--- config.mk ---
export PLATFORM = sky130hd
export DESIGN_NAME = clk_div_multi
export DESIGN_NICKNAME = d
export VERILOG_FILES = /design/src/rtl/clk_div_multi.sv
export SDC_FILE = /design/constraint.sdc
export NUM_CORES = 1
export LEC_CHECK = 0
export ABC_CLOCK_PERIOD_IN_PS = 11700
export BUFFER_PORTS_ARGS = -buffer_cell sky130_fd_sc_hd__buf_2
export CORE_MARGIN = 1.5
export CORE_UTILIZATION = 58
export DETAILED_ROUTE_END_ITERATION = 8
export PLACE_DENSITY = 0.84
export SLEW_MARGIN = 20
export SYNTH_ARGS = -nofsm -noshare
export SYNTH_HDL_FRONTEND = slang
export SYNTH_HIERARCHICAL = 1
export SYNTH_SLANG_ARGS = --single-unit
--- constraint.sdc ---
create_clock -name clk_in -period 11.7 [get_ports clk_in]
set_input_delay 1.17 -clock clk_in [delete_from_list [all_inputs] [get_ports clk_in]]
set_output_delay 1.17 -clock clk_in [all_outputs]
set_load 0.01 [all_outputs]
--- src/rtl/clk_div_multi.sv ---
// Multi-channel programmable clock divider with shadowed, glitch-free divisor updates.
// Define CLK_DIV_FRAC_DIV_EN to add a fractional (D + F/2^FRAC_W) half-period mode.

module clk_div_ch #(
    parameter int DIV_W   = 17,
    parameter int DEF_DIV = 50000,
    parameter int FRAC_W  = 8
) (
    input  logic             clk_in,
    input  logic             rst_n,
    input  logic             run,
    input  logic             en,
    input  logic             wr,
    input  logic [DIV_W-1:0] div_data,
`ifdef CLK_DIV_FRAC_DIV_EN
    input  logic [FRAC_W-1:0] frac_data,
`endif
    output logic             clk_out,
    output logic             tick,
    output logic             pend
);

    logic [DIV_W-1:0] div_act, div_shd, cnt, eff_d, term;
    logic             extra, wrap, xfer;

    assign eff_d = (div_act == '0) ? DIV_W'(1) : div_act;
    // Terminal count of the current half-period; a fractional carry stretches it by one.
    assign term  = eff_d - DIV_W'(1) + DIV_W'(extra);
    assign wrap  = en && (cnt == term);
    assign xfer  = pend && (!en || wrap);

`ifdef CLK_DIV_FRAC_DIV_EN
    logic [FRAC_W-1:0] frac_act, frac_shd, acc;
    logic [FRAC_W:0]   acc_sum;

    assign acc_sum = {1'b0, acc} + {1'b0, frac_act};

    always_ff @(posedge clk_in or negedge rst_n) begin
        if (!rst_n) begin
            frac_act <= '0;
            frac_shd <= '0;
            acc      <= '0;
            extra    <= 1'b0;
        end else if (run) begin
            if (!en) begin
                extra <= 1'b0;
            end else if (wrap) begin
                acc   <= acc_sum[FRAC_W-1:0];
                extra <= acc_sum[FRAC_W];
            end
            if (xfer) frac_act <= frac_shd;
            if (wr)   frac_shd <= frac_data;
        end
    end
`else
    assign extra = 1'b0;
`endif

    always_ff @(posedge clk_in or negedge rst_n) begin
        if (!rst_n) begin
            div_act <= DIV_W'(DEF_DIV);
            div_shd <= DIV_W'(DEF_DIV);
            cnt     <= '0;
            clk_out <= 1'b0;
            tick    <= 1'b0;
            pend    <= 1'b0;
        end else if (run) begin
            if (!en) begin
                cnt     <= '0;
                clk_out <= 1'b0;
                tick    <= 1'b0;
            end else if (wrap) begin
                cnt     <= '0;
                clk_out <= ~clk_out;
                tick    <= ~clk_out;
            end else begin
                cnt  <= cnt + DIV_W'(1);
                tick <= 1'b0;
            end
            // A write landing on a transfer edge becomes the next pending value.
            if (xfer) div_act <= div_shd;
            if (wr) begin
                div_shd <= div_data;
                pend    <= 1'b1;
            end else if (xfer) begin
                pend <= 1'b0;
            end
        end
    end

endmodule

module clk_div_multi #(
    parameter int CH      = 2,
    parameter int DIV_W   = 17,
    parameter int DEF_DIV = 50000,
    parameter int FRAC_W  = 8
) (
    input  logic              clk_in,
    input  logic              rst_n,
    input  logic [CH-1:0]     ch_en,
    input  logic [CH-1:0]     div_wr,
    input  logic [DIV_W-1:0]  div_data,
`ifdef CLK_DIV_FRAC_DIV_EN
    input  logic [FRAC_W-1:0] frac_data,
`endif
    output logic [CH-1:0]     clk_out,
    output logic [CH-1:0]     tick,
    output logic [CH-1:0]     div_pend
);

    // Reset release is re-timed through one flop, so the first count lands on the second edge.
    logic run;

    always_ff @(posedge clk_in or negedge rst_n) begin
        if (!rst_n) run <= 1'b0;
        else        run <= 1'b1;
    end

    for (genvar i = 0; i < CH; i++) begin : g_ch
        clk_div_ch #(
            .DIV_W   (DIV_W),
            .DEF_DIV (DEF_DIV),
            .FRAC_W  (FRAC_W)
        ) u_ch (
            .clk_in    (clk_in),
            .rst_n     (rst_n),
            .run       (run),
            .en        (ch_en[i]),
            .wr        (div_wr[i]),
            .div_data  (div_data),
`ifdef CLK_DIV_FRAC_DIV_EN
            .frac_data (frac_data),
`endif
            .clk_out   (clk_out[i]),
            .tick      (tick[i]),
            .pend      (div_pend[i])
        );
    end

endmodule

# Word level (Yosys, flattened, before mapping)
# Cells that the tools add are included.
[word_totals]
output_inout_bits = 6
reg_bits = 109
inputBits = 23
[classes]
n_bitwise = 2
mux = 18
reduce_logical = 20
addsub = 4
eq_ne = 4
[op_table]
columns = ["operator", "n"]
rows = [
  ["$mux 17", 6],
  ["$add 17x1->17 const B", 2],
  ["$eq 17x17->1", 2],
  ["$logic_not 17->1", 2],
  ["$sub 17x1->17 const B", 2],
  ["$reduce_and 2->1", 8],
  ["$mux 1", 12],
  ["$logic_and 1x1->1", 4],
  ["$ne 2x1->1 const B", 2],
  ["$reduce_bool 2->1", 2],
  ["$logic_not 1->1", 2],
  ["$logic_or 1x1->1", 2],
  ["$not 1->1", 2],
]

# Longest topological paths before layout
[depth]
word_depth = 9
mapped_depth = 14

# Cells and area by module
# The synthesis kept the hierarchy.
[by_module_without_submodules]
columns = ["module", "n_inst", "cells_per_inst", "area_each_um2"]
rows = [
  ["clk_div_ch at g_ch[0].u_ch", 1, 339, 3238.1],
  ["clk_div_ch at g_ch[1].u_ch", 1, 289, 3119.2],
  ["clk_div_multi", 1, 2, 28.8],
]

# Worst setup path before layout
# Ideal clock, no wire load.
[synth_timing]
path_type = "register to register"
from = "register g_ch[0].u_ch.div_act[11]"
to = "register g_ch[0].u_ch.div_act[10]"
setup_slack_ns = 8.008
arrival_time_ns = 3.560
path_buffers = 3
required_ns = 11.568
setup_ns = 0.132
stages_incl_launch_ff = 14
path_cell_list = "dfrtp_1 > buf_2 > or4_1 > clkbuf_1 > nor3_1 > a21oi_1 > ha_1 > xnor2_1 > a2111oi_0 > nand4_1 > a2111o_1 > nor4_4 > buf_6 > o32ai_1"
[synth_between]
elab_chain_len = 8
[synth_lines]
columns = ["item", "line", "source"]
rows = [
  ["from (decl)", "23", "logic [DIV_W-1:0] div_act, div_shd, cnt, eff_d, term;"],
  ["from (signal assigned)", "61", "div_act <= DIV_W'(DEF_DIV);"],
  ["from (signal assigned)", "81", "if (xfer) div_act <= div_shd;"],
  ["$logic_not 17->1", "26", "assign eff_d = (div_act == '0) ? DIV_W'(1) : div_act;"],
  ["$mux 17 (*)", "26", ""],
  ["$sub 17x1->17 (*)", "28", "assign term = eff_d - DIV_W'(1) + DIV_W'(extra);"],
  ["$eq 17x17->1 (*)", "29", "assign wrap = en && (cnt == term);"],
  ["$logic_and 1x1->1 (*)", "29", ""],
  ["$logic_or 1x1->1 (*)", "30", "assign xfer = pend && (!en || wrap);"],
  ["$logic_and 1x1->1 (*)", "30", ""],
  ["$reduce_and 2->1 (no source line) (*)", "--", ""],
]
# Every way passes the cells marked *; elsewhere a longest branch is shown, timed or not.
# A chain may end at the register's enable or synchronous reset.

# Worst setup path after layout
[layout_timing]
from = "register g_ch[0].u_ch.div_act[11]"
to = "register g_ch[0].u_ch.div_act[5]"
# The elaborated chain is that of the path after synthesis.

==> impl_metrics.env <==
export IMPL_cts_hold_buf=0
export IMPL_dpl_hpwl_um=11100
export IMPL_worst_r2r_path_depth=10
export IMPL_ys_ff_latch=109
export IMPL_synth_flop_cell="dfrtp_1"
export IMPL_drt_total_wl_um=15300
export IMPL_syn_nets=657
export IMPL_p_switching_mw=0.396
export IMPL_hold_class="register to register"
export IMPL_cts_resized_gates=0
export IMPL_yosysSeqAreaShare=0.432
export IMPL_whs_ns=0.497
export IMPL_cts_root_buf="clkbuf_8"
export IMPL_grt_pass1_wl_um=25800
export IMPL_drc=0
export IMPL_yosys_top_cells_area="dfrtp_1, dfstp_2, mux2_2"
export IMPL_p_int_mw=0.697
export IMPL_synth_top_area_share=0.333
export IMPL_r2r_start="g_ch[0].u_ch/div_act[11]$_DFFE_PN0P_"
export IMPL_stdcell_area_um2=6830
export IMPL_postCtsSetupBuffers=0
export IMPL_clk_latency_ns=0.39
export IMPL_start_kind="register"
export IMPL_tightest_slew_ns=1.02
export IMPL_first_global_vias=5145
export IMPL_initial_core_util=0.592
export IMPL_syn_cell_area_um2=6390
export IMPL_wire_per_inst_um=19.4
export IMPL_placed_cells=774
export IMPL_overflow=0
export IMPL_cts_buffer_depth=2
export IMPL_yosysWarnings=6
export IMPL_end_kind="register"
export IMPL_pin_count=29
export IMPL_slew_headroom=0.318
export IMPL_diodes=0
export IMPL_cts_sinks=109
export IMPL_endpoint="g_ch[0].u_ch/div_act[5]$_DFFE_PN0P_"
export IMPL_met2_usage=0.501
export IMPL_required_ns=11.93
export IMPL_grt_start_max_net_pins=61
export IMPL_crit_arrival_ns=4.75
export IMPL_register_area_um2=2760
export IMPL_syn_inst=630
export IMPL_fp_row_count=38
export IMPL_busiest_layer="met2"
export IMPL_worstPathMaxFanout=17
export IMPL_met3_usage=0.0549
export IMPL_timing_final_crit_share=0.387
export IMPL_yosysUniqueCellTypes=75
export IMPL_clk_pin_slew_ns=0.11
export IMPL_async_flop_share=1.00
export IMPL_maxCapViolations=0
export IMPL_synth_edf_count=0
export IMPL_switching_share=0.362
export IMPL_p_clk_frac=0.228
export IMPL_drt_pass1_iterations=5
export IMPL_powerDensity_nw_per_um2=160
export IMPL_setup_tns_ns=0
export IMPL_cts_htree_levels=3
export IMPL_rsz0062_at_grt="false"
export IMPL_drtAntennaViolNets=0
export IMPL_grt_usage=0.287
export IMPL_dieArea_um2=11600
export IMPL_yosysTopAreaCell="dfrtp_1"
export IMPL_io_buffers=28
export IMPL_ir_drop_v=0.000116
export IMPL_combPwrFrac=0.278
export IMPL_r2r_end="g_ch[0].u_ch/div_act[5]$_DFFE_PN0P_"
export IMPL_finish_utilization=0.633
export IMPL_coreArea_um2=10800
export IMPL_r2r_slack_ns=7.18
export IMPL_syn_to_final_growth_pct=6.90
export IMPL_numCtsBuffers=9
export IMPL_max_freq_ghz=0.221
export IMPL_stdcell_count=790
export IMPL_pwr_share_seq=0.494
export IMPL_path_class="register to register"
export IMPL_leakage_nw=2.78
export IMPL_antenna_found_initial=0
export IMPL_grt_use_met1=0.358
export IMPL_syn_area_per_cell_um2=10.1
export IMPL_cts_tree="done"
export IMPL_drive_above_1_share=0.212
export IMPL_dpl_instance_area_um2=6600
export IMPL_fillerInstances=879
export IMPL_die_h_um=108
export IMPL_finalHoldViolations=0
export IMPL_finalNetCount=672
export IMPL_fp_dieW_um=108
export IMPL_via_per_inst=6.44
export IMPL_slew_viol_final=0
export IMPL_setup_viol=0
export IMPL_multi_input_area_um2=3410
export IMPL_crit_start="g_ch[0].u_ch/div_act[11]$_DFFE_PN0P_"
export IMPL_vias=5089
export IMPL_post_route_min_period_ns=4.52
export IMPL_gp_congestion=0.940
export IMPL_status="completed"
export IMPL_skew_ns=0.0127
export IMPL_drt_iter0_drc=426
[cell families (layout without fill, tap and decap cells)]
kind of cell             Yosys count  after routing  synth area share
AND/OR/NAND/NOR                  246            246             0.214
flip-flops                       109            109             0.432
AO/OA/AOI/OAI                    106            106             0.132
multiplexers                      58             58             0.107
buffers and inverters             54             74            0.0351
XOR/XNOR                          52             52            0.0713
adder cells (fa/ha/maj)            4              4           0.00784
other                              1              1          0.000587
[stage by stage]
stage | setup WS (ns) | power, mW
after detailed placement | 7.26 | 0.843
after global routing | 6.85 | 1.15
final | 7.18 | 1.09
after floorplan | 8.01 | 0.752
after global placement | 7.33 | 0.828
after CTS | 7.24 | 1.09
[area by class of cell]
cell class | instances | share of cell area
flip-flops and latches | 109 | 0.404
well taps | 140 | 0.0257
repair buffers | 31 | 0.0242
clock inverters | 6 | 0.0126
clock buffers | 10 | 0.0187
multi-input cells | 467 | 0.500
inverters | 27 | 0.0148
[cells in the mapped netlist, types with 8 or more instances]
| cell type | instances |
|---|---|
| a21oi_1 | 20 |
| and3_1 | 8 |
| clkbuf_1 | 20 |
| dfrtp_1 | 85 |
| dfstp_2 | 24 |
| inv_1 | 26 |
| mux2_2 | 42 |
| mux2_4 | 10 |
| nand2_1 | 52 |
| nand2b_1 | 11 |
| nand3_1 | 25 |
| nand4_1 | 12 |
| nor2_1 | 34 |
| nor2b_1 | 12 |
| nor3_1 | 28 |
| nor4_1 | 12 |
| o21ai_0 | 9 |
| o32ai_1 | 18 |
| or3_1 | 9 |
| or4_1 | 8 |
| xnor2_1 | 26 |
| xor2_1 | 26 |
[flip-flops by register name, indices dropped and copies added (netlist names)]
name and count:
g_ch.u_ch/clk_out 2, g_ch.u_ch/cnt 34, g_ch.u_ch/div_act 34, g_ch.u_ch/div_shd 34, g_ch.u_ch/pend 2, g_ch.u_ch/tick 2, run 1
[layer usage]
metal,vias up,part of all wire
met1,2586,0.42
li1,2340,-
met2,135,0.51
met5,-,0
met4,0,0.023
met3,28,0.046
[power by group through the flow]
stage | Clock (mW) | Sequential [mW] | Combinational [mW]
2_1_floorplan | 0 | 0.505 | 0.247
3_3_place_gp | 0 | 0.539 | 0.290
3_5_place_dp | 0 | 0.544 | 0.299
4_1_cts | 0.257 | 0.537 | 0.301
5_1_grt | 0.266 | 0.550 | 0.335
6_report | 0.249 | 0.540 | 0.304
[layout by cell type (no fill, tap or decap), types with 8 or more instances in the layout]
master	n
and3_1	8
nor2b_1	12
nand3_1	25
mux2_2	42
o21ai_0	9
nand4_1	12
mux2_4	10
buf_2	27
or3_1	9
nand2b_1	11
o32ai_1	18
nor4_1	12
clkbuf_8	9
nand2_1	52
xor2_1	26
a21oi_1	20
dfstp_2	24
dfrtp_1	85
nor2_1	34
or4_1	8
xnor2_1	26
nor3_1	28
inv_1	26
[worst min path at each step]
stage,startpoint,to,cells after the start
floorplan,g_ch[0].u_ch/div_shd[15]$_DFFE_PN1P_,g_ch[0].u_ch/div_act[15]$_DFFE_PN1P_,2
global placement,g_ch[0].u_ch/tick$_DFFE_PN0P_,g_ch[0].u_ch/tick$_DFFE_PN0P_,1
detailed placement,g_ch[0].u_ch/tick$_DFFE_PN0P_,g_ch[0].u_ch/tick$_DFFE_PN0P_,1
CTS,g_ch[0].u_ch/tick$_DFFE_PN0P_,g_ch[0].u_ch/tick$_DFFE_PN0P_,1
global route,g_ch[0].u_ch/tick$_DFFE_PN0P_,g_ch[0].u_ch/tick$_DFFE_PN0P_,1
finish,g_ch[0].u_ch/tick$_DFFE_PN0P_,g_ch[0].u_ch/tick$_DFFE_PN0P_,1
[worst max-delay path, stage by stage, from the launching register on]
cell and delay (ns):
dfrtp_1 0.49, or4_1 0.67, nor3_1 0.38, a21oi_1 0.13, ha_1 0.33, xnor2_1 0.12, a2111oi_0 0.51, nand4_1 0.18
a2111o_1 0.52, nor4_4 0.79, o32ai_1 0.23
(Power assumes the default switching activity.)
